===== config.mk =====
export PLATFORM = sky130hd
export DESIGN_NAME = prm_edge_mask_accum
export DESIGN_NICKNAME = d
export VERILOG_FILES = /design/src/rtl/prm_accum_pkg.sv /design/src/rtl/prm_mask_readout.sv /design/src/rtl/prm_edge_mask_accum.sv
export SDC_FILE = /design/constraint.sdc
export NUM_CORES = 2
export LEC_CHECK = 0
export BUFFER_PORTS_ARGS = -buffer_cell sky130_fd_sc_hd__buf_2
export CORE_AREA = 2 2 432 434
export DETAILED_ROUTE_END_ITERATION = 10
export DIE_AREA = 0 0 434 436
export GPL_TIMING_DRIVEN = 0
export SYNTH_ARGS = -nofsm -noshare
export SYNTH_HDL_FRONTEND = slang
export SYNTH_SLANG_ARGS = --single-unit
export TNS_END_PERCENT = 10

===== constraint.sdc =====
create_clock -name clk -period 2.3 [get_ports clk]
set_input_delay 0.46 -clock clk [delete_from_list [all_inputs] [get_ports clk]]
set_output_delay 0.46 -clock clk [all_outputs]
set_load 0.05 [all_outputs]

===== src/rtl/prm_accum_pkg.sv =====
// Shared constants, FSM states and sizing helper for the PRM edge-mask accumulator.
// Imported by prm_edge_mask_accum and prm_mask_readout.
package prm_accum_pkg;

  localparam int CODE_W      = 15;
  localparam int N_EDGES_DEF = 1024;
  localparam int OUT_W_DEF   = 32;

  typedef enum logic [2:0] {
    IDLE,
    ACCUM,
    DRAIN,
    READOUT,
    DONE
  } state_t;

  function automatic int n_words(input int n, input int w);
    return n / w;
  endfunction

endpackage


===== src/rtl/prm_mask_readout.sv =====
// Word mux, pointer counter and registered valid/ready word output for the bitmap.
// clear: rewind pointer; en: readout active; bitmap in; out_* stream out.
module prm_mask_readout
  import prm_accum_pkg::*;
#(
  parameter int N_EDGES = N_EDGES_DEF,
  parameter int OUT_W   = OUT_W_DEF,
  parameter int N_WORDS = n_words(N_EDGES, OUT_W),
  parameter int IDX_W   = $clog2(N_WORDS)
) (
  input  logic               clk,
  input  logic               rst_n,
  input  logic               clear,
  input  logic               en,
  input  logic [N_EDGES-1:0] bitmap,
  input  logic               out_ready,
  output logic               out_valid,
  output logic [OUT_W-1:0]   out_data,
  output logic [IDX_W-1:0]   out_index,
  output logic               out_last
);

  localparam logic [IDX_W-1:0] LAST_IDX = IDX_W'(N_WORDS - 1);

  logic [OUT_W-1:0] words [N_WORDS];
  logic [IDX_W-1:0] ptr;
  logic             fire;
  logic             load;

  for (genvar i = 0; i < N_WORDS; i++) begin : g_words
    assign words[i] = bitmap[i*OUT_W +: OUT_W];
  end

  assign fire = out_valid & out_ready;
  // ptr always names the next word to present, so the output
  // register refills on the same edge as a handshake.
  assign load = en & (~out_valid | (fire & ~out_last));

  always_ff @(posedge clk or negedge rst_n) begin
    if (!rst_n) begin
      ptr       <= '0;
      out_valid <= 1'b0;
      out_data  <= '0;
      out_index <= '0;
      out_last  <= 1'b0;
    end else if (clear) begin
      ptr       <= '0;
      out_valid <= 1'b0;
      out_last  <= 1'b0;
    end else if (load) begin
      out_valid <= 1'b1;
      out_data  <= words[ptr];
      out_index <= ptr;
      out_last  <= (ptr == LAST_IDX);
      ptr       <= ptr + 1'b1;
    end else if (en & fire) begin
      out_valid <= 1'b0;
      out_last  <= 1'b0;
    end
  end

endmodule


===== src/rtl/prm_edge_mask_accum.sv =====
// Streams obstacle codes into the PRM checker bank, sticky-ORs the blocked-edge bitmap, drains it as words.
// Ports: start/obs_* in, chk_code/chk_mask bank side, out_* word stream, busy/done status.
module prm_edge_mask_accum
  import prm_accum_pkg::*;
#(
  parameter int N_EDGES = N_EDGES_DEF,
  parameter int OUT_W   = OUT_W_DEF,
  parameter int N_WORDS = n_words(N_EDGES, OUT_W),
  parameter int IDX_W   = $clog2(N_WORDS)
) (
  input  logic               clk,
  input  logic               rst_n,
  input  logic               start,
  input  logic               obs_valid,
  output logic               obs_ready,
  input  logic [CODE_W-1:0]  obs_code,
  input  logic               obs_last,
  output logic [CODE_W-1:0]  chk_code,
  input  logic [N_EDGES-1:0] chk_mask,
  output logic               out_valid,
  input  logic               out_ready,
  output logic [OUT_W-1:0]   out_data,
  output logic [IDX_W-1:0]   out_index,
  output logic               out_last,
  output logic               busy,
  output logic               done
);

  state_t             state_q;
  state_t             state_d;
  logic               chk_vld;
  logic [N_EDGES-1:0] blocked;
  logic               obs_fire;
  logic               rd_finish;
  logic               idle_like;

  assign idle_like = (state_q == IDLE) | (state_q == DONE);
  assign obs_ready = (state_q == ACCUM);
  assign obs_fire  = obs_valid & obs_ready;
  assign rd_finish = out_valid & out_ready & out_last;
  assign busy      = (state_q == ACCUM)
                   | (state_q == DRAIN)
                   | (state_q == READOUT);
  assign done      = (state_q == DONE);

  always_comb begin
    state_d = state_q;
    unique case (state_q)
      IDLE:    if (start) state_d = ACCUM;
      DONE:    if (start) state_d = ACCUM;
      ACCUM:   if (obs_fire && obs_last) state_d = DRAIN;
      DRAIN:   state_d = READOUT;
      READOUT: if (rd_finish) state_d = DONE;
      default: state_d = IDLE;
    endcase
  end

  always_ff @(posedge clk or negedge rst_n) begin
    if (!rst_n) begin
      state_q <= IDLE;
    end else begin
      state_q <= state_d;
    end
  end

  // Code is registered on acceptance; its mask is folded in one
  // cycle later so the bank gets a full cycle to settle.
  always_ff @(posedge clk or negedge rst_n) begin
    if (!rst_n) begin
      chk_code <= '0;
      chk_vld  <= 1'b0;
    end else begin
      chk_vld <= obs_fire;
      if (obs_fire) chk_code <= obs_code;
    end
  end

  always_ff @(posedge clk or negedge rst_n) begin
    if (!rst_n) begin
      blocked <= '0;
    end else if (idle_like && start) begin
      blocked <= '0;
    end else if (chk_vld) begin
      blocked <= blocked | chk_mask;
    end
  end

  prm_mask_readout #(
    .N_EDGES (N_EDGES),
    .OUT_W   (OUT_W),
    .N_WORDS (N_WORDS),
    .IDX_W   (IDX_W)
  ) u_readout (
    .clk       (clk),
    .rst_n     (rst_n),
    .clear     (state_q == DRAIN),
    .en        (state_q == READOUT),
    .bitmap    (blocked),
    .out_ready (out_ready),
    .out_valid (out_valid),
    .out_data  (out_data),
    .out_index (out_index),
    .out_last  (out_last)
  );

endmodule


==> results.py <==
metrics = {
    "status": {
        "status": "complete, but fails checks",
        "failed_checks": "hold timing, setup timing",
    },
    "global_routing": {
        "track_usage": 0.306,
        "first_pass_grt_wire_length_mm": 396,
        "grt_pass1_vias": 48564,
        "grt_overflow_total": 0,
        "grt_max_degree": 157,
        "grt_antenna_before_repair": 137,
    },
    "place": {
        "pre_cts_slack_ns": -2.24,
        "hpwl_mm": 226,
        "portBuffers": 1101,
        "place_congestion": 0.991,
    },
    "route": {
        "vias_per_cell": 5.20,
        "routedWlPerCell_microns": 32.4,
        "routed_wirelength_mm": 297,
        "dr.first_iter.drc_count": 4886,
        "ant_nets": 0,
        "route.vias.total": 47579,
        "detail_route.first_pass.iterations": 6,
        "drt_drc_violations_left": 0,
    },
    "clock_network": {
        "h_tree_lvls": 4,
        "tritoncts_clock_tree": "done",
        "tritoncts.num_buffers": 131,
        "clock_latency_ns": 0.81,
        "path_clk_slew_ns": 0.06,
        "cts_hold_buffers": 1042,
        "clkSinkCount": 1087,
        "maximum_count_of_clock_buffers_along_a_single_path": 3,
        "clk_root_buffer_cell": "sky130_fd_sc_hd__clkbuf_16",
    },
    "sta": {
        "total_of_endpoints_with_negative_setup_slack_in_the_final_report": 69,
        "setup_ws_ns": -0.221,
        "worst_pin_slew_ns": 1.25,
        "totalNegativeSetupSlack_ns": -4.02,
        "report.final.hold_viol_count": 348,
        "final.setup_skew_ns": 0.0323,
        "timing.final.crit_share": 1.10,
        "report.final.slew_viol_count": 0,
        "final.hold.worst_slack_ns": -0.332,
        "max_slew_margin": 0.162,
        "max_clock_freq_mhz": 397,
        "grt_setup_unrepaired": "true",
        "timing.final.crit_period_ns": 2.52,
    },
    "critical_path": {
        "timing.critical_path.buf_inv": 3,
        "startpoint_to_endpoint_class_of_the_critical_path": "flip-flop to flip-flop",
        "worst_setup_path_start_kind": "flip-flop",
        "critPathArrivalTime_ns": 3.16,
        "crit_path_max_fanout": 5,
        "cpMostUsedCell": "sky130_fd_sc_hd__buf_12",
        "timing.critical_path.max_delay_family": "compound AO/OA/AOI/OAI gates",
        "critical_path.cell_chain": "buf_12 > buf_12 > buf_12 > mux4_2 > nor2b_1 > a2111oi_4 > a211oi_2",
        "cpPeakStageDelay_ns": 0.61,
        "worst-r2r-setup-slack_ns": -0.22,
        "slowest_stage_cell_crit_path": "sky130_fd_sc_hd__a2111oi_4",
        "setup.worst_path.end_class": "flip-flop",
        "crit_required_ns": 2.94,
    },
    "floorplanning": {
        "chipHeight_microns": 436,
        "ioPinCount": 1102,
        "initial_utilization": 0.249,
        "core_sq_um": 185000,
        "num_rows": 158,
        "floorplan.die_area_sq_um": 189000,
        "die_w_microns": 434,
    },
    "synth": {
        "synth_area_leader_cell": "sky130_fd_sc_hd__dfrtp_1",
        "yosysSeqAreaShare": 0.591,
        "synth_enable_flop_cells": 0,
        "synth_top_flop_cell": "sky130_fd_sc_hd__dfrtp_1",
        "postSynthRegisterBits": 1087,
        "post_synth_instance_area_sq_um": 46000,
        "yosysWarningCount": 0,
        "synthesis.instances": 4114,
        "synth_area_leaders": "sky130_fd_sc_hd__dfrtp_1, sky130_fd_sc_hd__mux4_2, sky130_fd_sc_hd__a21oi_1",
        "synth_largest_type_area_fraction": 0.591,
        "synth_nets": 5161,
        "synth_cell_types": 40,
        "async_reset_ff_frac": 1.00,
        "avgSynthCellArea_sq_um": 11.2,
    },
    "final_layout": {
        "final_cell_mix": "sky130_fd_sc_hd__buf_2, sky130_fd_sc_hd__dfrtp_1, sky130_fd_sc_hd__dlygate4sd3_1",
        "mostFrequentLayoutCell": "sky130_fd_sc_hd__buf_2",
        "area_growth_pct": 58.5,
        "num-nets-final": 7515,
        "fill_cells": 18004,
        "finished_core_util": 0.395,
        "layout-drive-gt1-share": 0.312,
    },
    "run": {
        "drv.max_cap_violation_count": 0,
    },
    "power": {
        "peakVddDrop_uv": 1060,
        "static-leakage-power_nw": 33.1,
        "totalPowerFinal_w": 0.102,
        "power_density_nw_per_um2": 1400,
    },
    "worst_hold_path": {
        "hold_path.class": "input port to async pin",
    },
}
==> what timing repair did <==
| item | in CTS | in global routing |
|---|---|---|
| cloned | 3 | 2 |
| gates resized for setup | 429 | 181 |
| hold endpoints to repair | 1117 | 348 |
| pin swaps | 34 | 50 |
| setup buffers | 34 | 25 |
| setup endpoints to repair | 1197 | 414 |
==> routing by layer <==
metal | wire length [microns] | part of all wire | GRT usage
met5 | 284 | 0.00096 | 0
met3 | 25700 | 0.087 | 0.0799
met2 | 139000 | 0.47 | 0.492
met1 | 112000 | 0.38 | 0.369
met4 | 19800 | 0.067 | 0.178
==> kinds of logic (layout without fill, tap and decap cells) <==
kind of cell             count (synthesis)  in the layout  synth area share
AO/OA/AOI/OAI                         1189           1189             0.137
AND/OR/NAND/NOR                       1126           1126            0.0946
flip-flops                            1087           1087             0.591
multiplexers                           371            371             0.145
buffers and inverters                  337           2786            0.0310
adder cells (fa/ha/maj)                  2              2          0.000544
XOR/XNOR                                 2              2          0.000381
other                                    0            115                 0
==> power by group <==
part	total (W)	internal, W	switching (W)
registers	0.0356	0.0289	0.00674
logic	0.0443	0.0170	0.0273
clock network	0.0219	0.0127	0.00917
total	0.102	0.0587	0.0432
==> state kept, by name (all words and copies together) (netlist names) <==
| register | flops |
|---|---|
| blocked | 1024 |
| u_readout.out_valid | 1 |
| chk_vld | 1 |
| u_readout.out_last | 1 |
| state_q | 3 |
| u_readout.ptr | 5 |
| u_readout.out_index | 5 |
| u_readout.out_data | 32 |
| chk_code | 15 |
==> synthesized netlist by cell type, types with 31 or more instances <==
cell type and number:
sky130_fd_sc_hd__dfrtp_1 1087, sky130_fd_sc_hd__buf_2 81, sky130_fd_sc_hd__clkbuf_1 225, sky130_fd_sc_hd__mux2i_1 64, sky130_fd_sc_hd__a2111oi_0 31, sky130_fd_sc_hd__mux2_2 77
sky130_fd_sc_hd__mux4_2 230, sky130_fd_sc_hd__nand2_1 36, sky130_fd_sc_hd__o22ai_1 59, sky130_fd_sc_hd__a21oi_1 1027, sky130_fd_sc_hd__a211oi_1 55, sky130_fd_sc_hd__nor2_1 1039
==> final cells by class <==
| type | instances | area (sq um) | share of cell area |
|---|---|---|---|
| timing repair buffer | 2224 | 17000 | 0.233 |
| multi-input combinational | 2690 | 18500 | 0.254 |
| clock buffer | 185 | 3850 | 0.0528 |
| tap | 2480 | 3100 | 0.0425 |
| inverter | 5 | 18.8 | 0.000257 |
| buffer | 329 | 2390 | 0.0327 |
| antenna | 115 | 288 | 0.00394 |
| sequential | 1087 | 27200 | 0.373 |
| clock inverter | 43 | 554 | 0.00760 |
==> metrics by stage <==
stage / std cells / hold WS [ns] / cell area (sq um)
after floorplan: 4114 / 0.164 / 46000
after global placement: 7695 / 0.466 / 54600
after detailed placement: 7715 / 0.412 / 55100
after CTS: 9019 / -0.366 / 71800
after global routing: 9121 / -0.321 / 72900
final: 9158 / -0.332 / 73000
==> worst paths after layout <==
check,start,end,cells past startpoint
setup / recovery,u_readout.ptr[0],u_readout.out_data[8],7
hold / removal,rst_n,chk_code[0],2
setup reg to reg,u_readout.ptr[0],u_readout.out_data[8],7
hold reg to reg,blocked[226],blocked[226],2
max in group asynchronous,rst_n,blocked[727],5
min in group clk,obs_last,state_q[0],3
No activity file was read; power rests on OpenSTA's default activity.
